`config.mk`:
```
export PLATFORM = sky130hd
export DESIGN_NAME = pipeline_ctrl
export DESIGN_NICKNAME = d
export VERILOG_FILES = /design/src/rtl/pipeline_ctrl.sv
export SDC_FILE = /design/constraint.sdc
export NUM_CORES = 1
export LEC_CHECK = 0
export ABC_CLOCK_PERIOD_IN_PS = 8860
export BUFFER_PORTS_ARGS = -buffer_cell sky130_fd_sc_hd__buf_2
export CAP_MARGIN = 30
export CORE_ASPECT_RATIO = 0.5
export CORE_MARGIN = 10
export CORE_UTILIZATION = 51
export CTS_CLUSTER_SIZE = 20
export DETAILED_ROUTE_END_ITERATION = 12
export PLACE_DENSITY = 0.84
export SLEW_MARGIN = 25
export SYNTH_ARGS = -nofsm -noshare
export SYNTH_HDL_FRONTEND = slang
export SYNTH_SLANG_ARGS = --single-unit
```
`constraint.sdc`:
```
create_clock -name clk -period 8.86 [get_ports clk]
set_clock_uncertainty 0.05 [all_clocks]
set_input_delay 0.886 -clock clk [delete_from_list [all_inputs] [get_ports clk]]
set_output_delay 0.886 -clock clk [all_outputs]
set_load 0.005 [all_outputs]
```
`src/rtl/pipeline_ctrl.sv`:
```
// Central stall/flush controller: merges per-stage stall requests, redirects on MEM-stage
// exceptions/ERET (deferring while an IF bus transfer is in flight) and keeps perf counters.
module pipeline_ctrl #(
  parameter logic [31:0] EXC_VECTOR = 32'h0000_0020,
  parameter logic [31:0] ERET_CODE  = 32'h0000_000e
) (
  input  logic        clk,
  input  logic        rst,
  input  logic        stallreq_from_if,
  input  logic        stallreq_from_id,
  input  logic        stallreq_from_ex,
  input  logic        stallreq_from_mem,
  input  logic [31:0] excepttype_i,
  input  logic [31:0] cp0_epc_i,
  input  logic        perf_clr,
  output logic [5:0]  stall,
  output logic        flush,
  output logic [31:0] new_pc,
  output logic        ctrl_busy,
  output logic [31:0] stall_cycles,
  output logic [15:0] flush_count
);

  typedef enum logic {StRun, StWaitBus} state_e;

  state_e      r_state;
  state_e      w_state_next;
  logic [31:0] r_pend_pc;
  logic [31:0] r_stall_cycles;
  logic [15:0] r_flush_count;
  logic        w_has_exc;
  logic        w_defer;
  logic [31:0] w_tgt;

  assign w_has_exc = (excepttype_i != '0);
  assign w_tgt     = (excepttype_i == ERET_CODE) ? cp0_epc_i : EXC_VECTOR;
  // An exception arriving while a fetch is outstanding must wait for the bus to drain.
  assign w_defer   = (r_state == StRun) && w_has_exc && stallreq_from_if;

  always_ff @(posedge clk or posedge rst) begin
    if (rst) begin
      r_state   <= StRun;
      r_pend_pc <= '0;
    end else begin
      r_state <= w_state_next;
      if (w_defer) begin
        r_pend_pc <= w_tgt;
      end
    end
  end

  always_comb begin
    w_state_next = r_state;
    unique case (r_state)
      StRun:     if (w_defer) w_state_next = StWaitBus;
      StWaitBus: if (!stallreq_from_if) w_state_next = StRun;
    endcase
  end

  always_comb begin
    stall     = '0;
    flush     = 1'b0;
    new_pc    = '0;
    ctrl_busy = 1'b0;
    if (!rst) begin
      unique case (r_state)
        StRun: begin
          if (w_has_exc && !stallreq_from_if) begin
            flush  = 1'b1;
            new_pc = w_tgt;
          end else if (w_has_exc) begin
            stall = 6'b111111;
          end else if (stallreq_from_mem) begin
            stall = 6'b011111;
          end else if (stallreq_from_ex) begin
            stall = 6'b001111;
          end else if (stallreq_from_id) begin
            stall = 6'b000111;
          end else if (stallreq_from_if) begin
            stall = 6'b000011;
          end
        end
        StWaitBus: begin
          ctrl_busy = 1'b1;
          if (stallreq_from_if) begin
            stall = 6'b111111;
          end else begin
            flush  = 1'b1;
            new_pc = r_pend_pc;
          end
        end
      endcase
    end
  end

  always_ff @(posedge clk or posedge rst) begin
    if (rst) begin
      r_stall_cycles <= '0;
      r_flush_count  <= '0;
    end else if (perf_clr) begin
      r_stall_cycles <= '0;
      r_flush_count  <= '0;
    end else begin
      if ((stall != '0) && (r_stall_cycles != '1)) begin
        r_stall_cycles <= r_stall_cycles + 32'd1;
      end
      if (flush && (r_flush_count != '1)) begin
        r_flush_count <= r_flush_count + 16'd1;
      end
    end
  end

  assign stall_cycles = r_stall_cycles;
  assign flush_count  = r_flush_count;

endmodule

```
==> results.toml <==
[timing]
fin_crit_sh_pct = 43.7
post-route-min-period_ns = 3.87
setup_slack_ns = 4.99
fin_hold_ws_ns = 0.438
tightest_slew_ns = 0.852
setup_violations = 0
hold_viol_final = 0
rsz0062_at_grt = "no"
fin_tns_setup_ns = 0
final_max_slew_viol_count = 0
slew_headroom_pct = 42.3
max_freq_ghz = 0.258

[synth]
yosys_warnings = 0
ys_types = 38
synth-async-reset-ratio_pct = 100
yosysTopAreaCell = "dfrtp_1"
ys_seq_area_share_pct = 43.8
yosysMostFrequentCell = "dfrtp_1"
synth_area_sq_mm = 0.00463
synth.top_cells.by_count = "dfrtp_1, nand2_1, a21oi_1"
netlist_top_cells_area = "dfrtp_1, a32o_1, nand2_1"
syn_nets = 600
postSynthCellCount = 527
synth-edff-count = 0
synth_ff_type = "dfrtp_1"
synth_area_per_cell_sq_um = 8.78
synth_seq_cells = 81
yosys.area.top_type_share_pct = 43.8

[floorplan]
core_sq_mm = 0.00877
rows = 24
die-area_sq_mm = 0.0135
io_pins = 159
die_w_microns = 155
start_util_pct = 52.8
die_y_microns = 87.4

[global_routing]
grtUsageTotal_pct = 19.3
antenna_found_initial = 0
grt_pass1_wl_microns = 21900
gr-total-overflow = 0
grt_max_degree = 64
grt_pass1_vias = 4547

[run]
maxCapViolations = 0

[clock_network]
post_cts_resized = 0
htree_levels = 3
cts_root_buf = "clkbuf_16"
cts.sink_count = 81
cts_buffers = 9
cts_max_path_buffers = 2
clkTransAtPathRegs_ns = 0.07
clk_latency_ns = 0.34
holdBufCountCts = 0
cts_setup_buffers = 0
cts_tree = "built"

[place]
gp_congestion = 0.873
pre_cts_ws_ns = 4.99
placed_area_sq_mm = 0.00552
hpwl_microns = 9610
port_buffers = 158

[route]
dr.first_iter.drc_count = 372
drc_errors = 0
vias = 4802
wl_per_cell_microns = 17.4
firstDrtPassIters = 7
finalWirelength_microns = 13700
ant_nets = 0
viasPerCell = 6.09

[critical_path]
cp_cell_sequence = "buf_2 -> nor4_1 -> nand4_1 -> nor3_2 -> buf_4 -> nand2b_1 -> a22o_1 -> buf_2"
critPathArrivalTime_ns = 2.94
slowest_stage = "buf_4"
slowest_delay_ns = 0.50
cp-start-kind = "primary input"
worstRegToRegCells = 6
end_kind = "output port"
cp_data_required_time_ns = 7.92
worstSetupStartpoint = "excepttype_i[20]"
reg2reg_slack_ns = 5.75
r2r_end = "stall_cycles[27]"
path_class = "in -> out"
crit_fanout = 63
cp-endpoint = "new_pc[5]"
crit_top_cell = "buf_2"
r2r_start = "stall_cycles[20]"

[min_path]
hold_path.class = "reg -> reg"

[finish]
area_growth_pct = 27.3
fillers = 713
layout-drive-gt1-share_pct = 30.3
final_nets = 739
diodes = 0
final_area_sq_mm = 0.00589

[power_and_ir_drop]
power-per-cell-area_mw_per_mm2 = 145
ir_drop_mv = 0.0973
p_leak_nw = 2.57

[status]
outcome = "finished clean"
==> through the flow <==
stage          instances  power (mW)  utilization, %
2_1_floorplan        527       0.408               -
3_3_place_gp         771       0.435            62.9
3_5_place_dp         771       0.436            63.0
4_1_cts              787       0.858            66.8
5_1_grt              788       0.883            67.2
6_report             788       0.855            67.2
==> final cells by class <==
type                            instances  area [sq um]  share of cell area (%)
Multi-Input combinational cell        394          2450                    41.5
Sequential cell                        81          2030                    34.4
Timing Repair Buffer                  169           893                    15.2
Clock buffer                            9           225                    3.82
Tap cell                              117           146                    2.49
Clock inverter                          7           109                    1.85
Inverter                               11          42.5                   0.722
==> registers in the layout, indices dropped and copies added (netlist names) <==
register	cells
stall_cycles	32
r_pend_pc	32
r_state	1
flush_count	16
==> cells in the final DEF (no fill, tap or decap), drive strengths merged <==
cell type / n
nand2: 79
o21ai: 41
nor3: 14
nor4b: 1
nor2: 20
a22o: 1
or3b: 1
and2: 3
buf: 169
a21oi: 43
clkbuf: 9
bufinv: 2
nor4bb: 1
a32o: 31
o41ai: 1
and3: 1
nand3: 14
clkinv: 1
or3: 12
mux2i: 2
nor4: 13
nor2b: 4
dfrtp: 81
or4b: 1
o31ai: 31
or4: 32
or2: 1
o311ai: 2
and4: 3
o41a: 1
mux2: 7
nand4: 22
ha: 2
nand4b: 2
inv: 15
o32a: 1
nand2b: 7
==> metal layers <==
metal  GRT usage, %  up-vias  routed length (microns)
met4           5.88        0                      168
met5              0        -                        0
met3           5.92       19                      917
met2           33.0      177                     6920
met1           23.0     2305                     5720
li1               -     2301                        -
==> cells by family after synthesis <==
kind of cell	share of synthesized area, %
compound gates	22.3
fa+ha+maj	0.541
buf+inv	4.70
flops	43.8
mux	2.14
simple gates	26.5
==> worst min path at each step <==
stage / start / end / slack (ns) / depth (start not counted)
after floorplan: r_pend_pc[0] / r_pend_pc[0] / 0.40 / 2
after global placement: r_pend_pc[22] / r_pend_pc[22] / 0.41 / 2
after detailed placement: r_pend_pc[25] / r_pend_pc[25] / 0.42 / 2
after CTS: r_pend_pc[25] / r_pend_pc[25] / 0.44 / 2
after global routing: r_pend_pc[23] / r_pend_pc[23] / 0.47 / 2
final: r_pend_pc[8] / r_pend_pc[8] / 0.44 / 2
==> report_power, final <==
group | switching, mW | leakage [nW] | internal, mW
clock network | 0.171 | 0.165 | 0.254
registers | 0.00168 | 1.12 | 0.371
logic | 0.0366 | 1.29 | 0.0214
==> worst max-delay path, delay by kind of cell <==
kind                   cells  cell delay [ns]
AND/OR/NAND/NOR            4             1.12
buffers and inverters      3             0.72
AO/OA/AOI/OAI              1             0.20
Power figures use the tool's default switching activity.
